<file path="src/rtl/seven_seg_pkg.sv">
// Shared types and constants for the seven-segment scanner.
// Optional build macro: SCAN_BLANK_EN (one dark cycle between digits).
package seven_seg_pkg;

    localparam int SEG_W  = 7;
    localparam int DIGITS = 6;

    // Segments are active-low: all ones is a dark digit.
    localparam logic [SEG_W-1:0]  BLANK_SEG  = 7'b1111111;
    localparam logic [DIGITS-1:0] ALL_AN_OFF = 6'b111111;

    typedef enum logic [1:0] {
        IDLE  = 2'd0,
        SCAN  = 2'd1,
        BLANK = 2'd2
    } state_e;

    // Active-low one-hot enable for the given digit.
    function automatic logic [DIGITS-1:0] an_sel(input logic [2:0] idx);
        return ~(DIGITS'(1) << idx);
    endfunction

endpackage

</file>
<file path="src/rtl/seven_seg_scanner_prescaler.sv">
// Digit-slot prescaler: counts 0..PRESCALE-1 and flags the last count.
// Clear forces zero, hold freezes the count; neither produces a tick.
module scan_prescaler #(
    parameter int PRESCALE = 50000
) (
    input  logic clk,
    input  logic rst_n,
    input  logic clear_i,
    input  logic hold_i,
    output logic tick_o
);

    localparam int CW = (PRESCALE > 1) ? $clog2(PRESCALE) : 1;
    localparam logic [CW-1:0] LAST = CW'(PRESCALE - 1);

    logic [CW-1:0] cnt_q;
    logic [CW-1:0] cnt_d;

    assign tick_o = !clear_i && !hold_i && (cnt_q == LAST);

    // Next count: clear wins, then hold, else wrap on the last count.
    always_comb begin
        cnt_d = cnt_q;
        if (clear_i) begin
            cnt_d = '0;
        end else if (!hold_i) begin
            cnt_d = (cnt_q == LAST) ? '0 : cnt_q + CW'(1);
        end
    end

    // Count register.
    always_ff @(posedge clk or negedge rst_n) begin
        if (!rst_n) begin
            cnt_q <= '0;
        end else begin
            cnt_q <= cnt_d;
        end
    end

endmodule

</file>
<file path="src/rtl/seven_seg_scanner.sv">
// Six-digit multiplexed display driver with per-frame input snapshot.
// Optional build macro: SCAN_BLANK_EN (one dark cycle between digits).
module seven_seg_scanner
    import seven_seg_pkg::*;
#(
    parameter int PRESCALE = 50000
) (
    input  logic             clk,
    input  logic             rst_n,
    input  logic             en,
    input  logic [SEG_W-1:0] display0,
    input  logic [SEG_W-1:0] display1,
    input  logic [SEG_W-1:0] display2,
    input  logic [SEG_W-1:0] display3,
    input  logic [SEG_W-1:0] display4,
    input  logic [SEG_W-1:0] display5,
    output logic [SEG_W-1:0]  seg_out,
    output logic [DIGITS-1:0] an_out,
    output logic [2:0]        digit_idx,
    output logic              frame_done
);

    localparam logic [2:0] LAST_DIG = 3'(DIGITS - 1);

    state_e            state_q, state_d;
    logic [2:0]        idx_q, idx_d;
    logic [SEG_W-1:0]  seg_q, seg_d;
    logic [DIGITS-1:0] an_q, an_d;
    logic              fd_q, fd_d;
    logic              load;
    logic              tick;
    logic              pre_clr;
    logic              pre_hold;

    logic [SEG_W-1:0] disp [DIGITS];
    logic [SEG_W-1:0] shadow_q [DIGITS];

    assign disp[0] = display0;
    assign disp[1] = display1;
    assign disp[2] = display2;
    assign disp[3] = display3;
    assign disp[4] = display4;
    assign disp[5] = display5;

    assign pre_clr  = (state_q == IDLE) || !en;
    assign pre_hold = (state_q == BLANK);

    scan_prescaler #(
        .PRESCALE(PRESCALE)
    ) u_pre (
        .clk    (clk),
        .rst_n  (rst_n),
        .clear_i(pre_clr),
        .hold_i (pre_hold),
        .tick_o (tick)
    );

    // Scan sequencing and next register values for the display outputs.
    always_comb begin
        state_d = state_q;
        idx_d   = idx_q;
        seg_d   = BLANK_SEG;
        an_d    = ALL_AN_OFF;
        fd_d    = 1'b0;
        load    = 1'b0;
        case (state_q)
            IDLE: begin
                idx_d = '0;
                if (en) begin
                    state_d = SCAN;
                    load    = 1'b1;
                end
            end
            SCAN: begin
                if (!en) begin
                    state_d = IDLE;
                    idx_d   = '0;
                end else begin
                    seg_d = shadow_q[idx_q];
                    an_d  = an_sel(idx_q);
                    if (tick) begin
`ifdef SCAN_BLANK_EN
                        state_d = BLANK;
`endif
                        if (idx_q == LAST_DIG) begin
                            idx_d = '0;
                            fd_d  = 1'b1;
                            load  = 1'b1;
                        end else begin
                            idx_d = idx_q + 3'd1;
                        end
                    end
                end
            end
`ifdef SCAN_BLANK_EN
            BLANK: begin
                if (!en) begin
                    state_d = IDLE;
                    idx_d   = '0;
                end else begin
                    state_d = SCAN;
                end
            end
`endif
            default: begin
                state_d = IDLE;
                idx_d   = '0;
            end
        endcase
    end

    // FSM, digit index and registered display outputs.
    always_ff @(posedge clk or negedge rst_n) begin
        if (!rst_n) begin
            state_q <= IDLE;
            idx_q   <= '0;
            seg_q   <= BLANK_SEG;
            an_q    <= ALL_AN_OFF;
            fd_q    <= 1'b0;
        end else begin
            state_q <= state_d;
            idx_q   <= idx_d;
            seg_q   <= seg_d;
            an_q    <= an_d;
            fd_q    <= fd_d;
        end
    end

    // Frame snapshot of the decoder patterns.
    always_ff @(posedge clk or negedge rst_n) begin
        if (!rst_n) begin
            for (int i = 0; i < DIGITS; i++) begin
                shadow_q[i] <= BLANK_SEG;
            end
        end else if (load) begin
            for (int i = 0; i < DIGITS; i++) begin
                shadow_q[i] <= disp[i];
            end
        end
    end

    assign seg_out    = seg_q;
    assign an_out     = an_q;
    assign digit_idx  = idx_q;
    assign frame_done = fd_q;

endmodule
</file>
<file path="config.mk">
export PLATFORM = sky130hd
export DESIGN_NAME = seven_seg_scanner
export DESIGN_NICKNAME = d
export VERILOG_FILES = /design/src/rtl/seven_seg_pkg.sv /design/src/rtl/seven_seg_scanner_prescaler.sv /design/src/rtl/seven_seg_scanner.sv
export SDC_FILE = /design/constraint.sdc
export NUM_CORES = 1
export LEC_CHECK = 0
export CORE_ASPECT_RATIO = 0.5
export CORE_MARGIN = 5
export CORE_UTILIZATION = 52
export CTS_CLUSTER_DIAMETER = 40
export CTS_CLUSTER_SIZE = 8
export DETAILED_ROUTE_END_ITERATION = 10
export PLACE_DENSITY = 0.79
export SETUP_SLACK_MARGIN = 0.5
export SLEW_MARGIN = 0
export SYNTH_ARGS = -nofsm -noshare
export SYNTH_HDL_FRONTEND = slang
export SYNTH_SLANG_ARGS = --single-unit
</file>
<file path="constraint.sdc">
create_clock -name clk -period 2.7 [get_ports clk]
set_clock_uncertainty 0.15 [all_clocks]
set_input_delay 0.54 -clock clk [delete_from_list [all_inputs] [get_ports clk]]
set_output_delay 0.54 -clock clk [all_outputs]
set_load 0.05 [all_outputs]
</file>
==> flow_summary.toml <==
[worst_setup_path]
critPathCaptureType = "register"
critPathSlowestCell = "dfrtp_2"
crit_start = "u_pre.cnt_q[12]$_DFF_PN0_"
cp-start-kind = "register"
worstPathCellList = "nor4b_4 -> nand4_2 -> o22ai_4 -> buf_6 -> bufbuf_16 -> mux2_1"
max_stage_delay_ps = 450
r2r_end = "shadow_q[37]$_DFFE_PN1P_"
cp.required_ps = 2800
worst-path-buf-inv = 2
crit_type = "register to register"
reg2reg_from = "u_pre.cnt_q[12]$_DFF_PN0_"
crit_cells = 6
cp_top_family = "simple AND/OR/NAND/NOR gates"
endpoint = "shadow_q[37]$_DFFE_PN1P_"
crit_fanout = 10
r2r_slack_ps = 530
reg2regPathDepth = 6
cp.arrival_ps = 2270

[drt]
drt_wl_total_um = 7550
via_per_inst = 5.374
drt-pass1-iter-count = 4
route.detailed.drc = 0
wl_per_cell_um = 18.60
num_vias = 2182
postRouteAntennaNets = 0
drt_iter0_markers = 70

[timing]
min_period_ps = 2167
final_hold_viol_count = 0
rsz0062_at_grt = "no"
setup_viol = 0
hold_ws_ps = 106.2
worstMarginPinSlew_ps = 695.6
maxSlewViolCount = 0
fmax_ghz = 0.4615
fin_ws_ps = 533.3
slew_headroom = 0.5363
finalSetupTns_ps = 0
fin_crit_sh = 0.8025

[place]
place_inst = 384
place.port_buffers = 61
gp_congestion = 0.7653
dp_slack_ps = 13.37
dpl.hpwl_um = 4713
place_area_um2 = 4103

[synth]
ys_seq_elements = 76
yosys.area_share.simple = 0.09434
syn-instance-count = 238
synth_top_family_by_area = "multiplexers"
synth.net_count = 286
syn-cell-area_um2 = 3382
synthAdderAreaFrac = 0.01110
syn_avg_cell_area_um2 = 14.21
synth_compound_area_frac = 0.03441
synth_flop_cell = "dfstp_2"
muxShareOfSynthArea = 0.2098
synth_xor_area_frac = 0.04144
synthArstFlopShare = 1.000
yosys_warnings = 0
synth_edf_count = 0
synth.distinct_cells = 33
yosysSeqAreaShare = 0.5827

[layout]
nNetsFinal = 361
fill_cells = 419
syn_to_final_growth_pct = 33.67
stdcell_count = 406
finalInstanceArea_um2 = 4521
layout-drive-gt1-share = 0.3333
n_antenna_cell = 0
finish.utilization = 0.7314

[power_and_ir_drop]
seq_power_share = 0.476
intPower_mw = 3.025
p_comb_frac = 0.250
leakagePower_nw = 1.741
irDropWorstVdd_v = 0.0004054
p_sw_mw = 1.105
power.total_mw = 4.130
netSwitchingFraction = 0.2675
powerDensity_nw_per_um2 = 913.7
clockPowerShare = 0.274

[clock_network]
cts_buffers = 9
cts.path.max_buffers = 2
cts_tree = "done"
hold_buffers = 0
cts.htree.levels = 3
clkTransAtPathRegs_ps = 60
clk_latency_ps = 330
clock-sinks = 76
root_buffer = "clkbuf_16"

[floorplanning]
die_w_um = 124.1
fp.dieArea_um2 = 8314
die_h_um = 67.03
start_util = 0.5472
core_area_um2 = 6181
ioPinCount = 62
rows = 20

[grt]
grt_max_degree = 49
gr-usage-all-layers = 0.1982
grt_pass1_vias = 2378
grt_pass1_wl_um = 12190
grt_overflow = 0
antenna_found_initial = 0

[run_status]
status = "complete, no violations"

[job]
cap_violations = 0

[worst_hold_path]
hold_class = "input pin to asynchronous set/reset pin"
-- final cells by class --
class / count / area [µm²] / area share
clock inverter: 3 / 17.52 / 0.003875
clock buffer: 13 / 270.3 / 0.05978
inverter: 6 / 22.52 / 0.004982
tap: 88 / 110.1 / 0.02436
timing repair buffer: 73 / 770.7 / 0.1705
sequential: 76 / 1974 / 0.4368
multi-input combinational: 147 / 1355 / 0.2998
-- power groups by stage --
stage          Clock [mW]  Sequential [mW]  Combinational (mW)
2_1_floorplan           0             2.01               0.579
3_3_place_gp            0             1.93               0.898
3_5_place_dp            0             1.96               0.936
4_1_cts              1.17             1.95                1.02
5_1_grt              1.22             2.01                1.12
6_report             1.13             1.96                1.03
-- state kept, by name, indices dropped and copies added (netlist names) --
register / count
an_out: 6
digit_idx: 3
frame_done: 1
seg_out: 7
shadow_q: 42
state_q: 1
u_pre.cnt_q: 16
-- synthesized netlist by cell type (2+ instances only) --
cell,number,area [µm²]
ha_1,3,37.54
nor4_1,4,25.02
xnor2_1,12,105.1
xor2_1,4,35.03
nor2_1,20,75.07
nor3_1,4,20.02
and3_1,2,12.51
nand2_1,8,30.03
inv_1,5,18.77
buf_6,4,45.04
mux4_2,7,157.7
dfrtp_1,21,525.5
buf_2,2,10.01
and2_1,3,18.77
nand4_1,4,25.02
nand3_1,9,45.04
clkbuf_1,2,7.510
mux2_2,7,78.83
nor4b_2,2,30.03
dfstp_2,55,1445
mux2_1,42,473.0
a221o_1,7,70.07
-- worst min-delay path by stage --
stage                             startpoint                   endpoint  slack [ps]
global placement    u_pre.cnt_q[0]$_DFF_PN0_   u_pre.cnt_q[0]$_DFF_PN0_         330
global route                           rst_n   u_pre.cnt_q[5]$_DFF_PN0_         150
CTS                                    rst_n  u_pre.cnt_q[14]$_DFF_PN0_         110
floorplan                              rst_n   digit_idx[0]$_DFFE_PN0P_          90
detailed placement  u_pre.cnt_q[0]$_DFF_PN0_   u_pre.cnt_q[0]$_DFF_PN0_         340
finish                                 rst_n   u_pre.cnt_q[4]$_DFF_PN0_         110
-- repair_timing --
action | 4_1_cts | 5_1_grt
pin swaps | 1 | 4
cloned | 2 | 0
setup buffers | 2 | 2
setup endpoints to repair | 58 | 31
resized for setup | 22 | 5
endpoints found under the hold margin | 0 | 0
-- metal layers --
layer / share of wire / vias up / global-route usage
li1: - / 1009 / -
met1: 0.42 / 1119 / 0.2335
met2: 0.53 / 45 / 0.3427
met3: 0.043 / 9 / 0.06870
met4: 0.012 / 0 / 0.06412
met5: 0 / - / 0
-- cells by family (layout without fill, tap and decap cells) --
kind of cell / after synthesis / after routing
mux: 56 / 56
simple gates: 60 / 60
xor+xnor: 16 / 16
compound gates: 12 / 12
fa+ha+maj: 3 / 3
flops: 76 / 76
buf+inv: 15 / 95
-- placed cells by master (no fill, tap or decap), types with 8 or more instances in the layout --
cell	n
dlygate4sd2_1	16
nand2_1	8
mux2_1	42
clkdlybuf4s50_1	43
dfrtp_1	18
nand3_1	9
xnor2_1	12
dfstp_2	55
clkbuf_16	9
nor2_1	20
No activity file was read; power rests on OpenSTA's default activity.
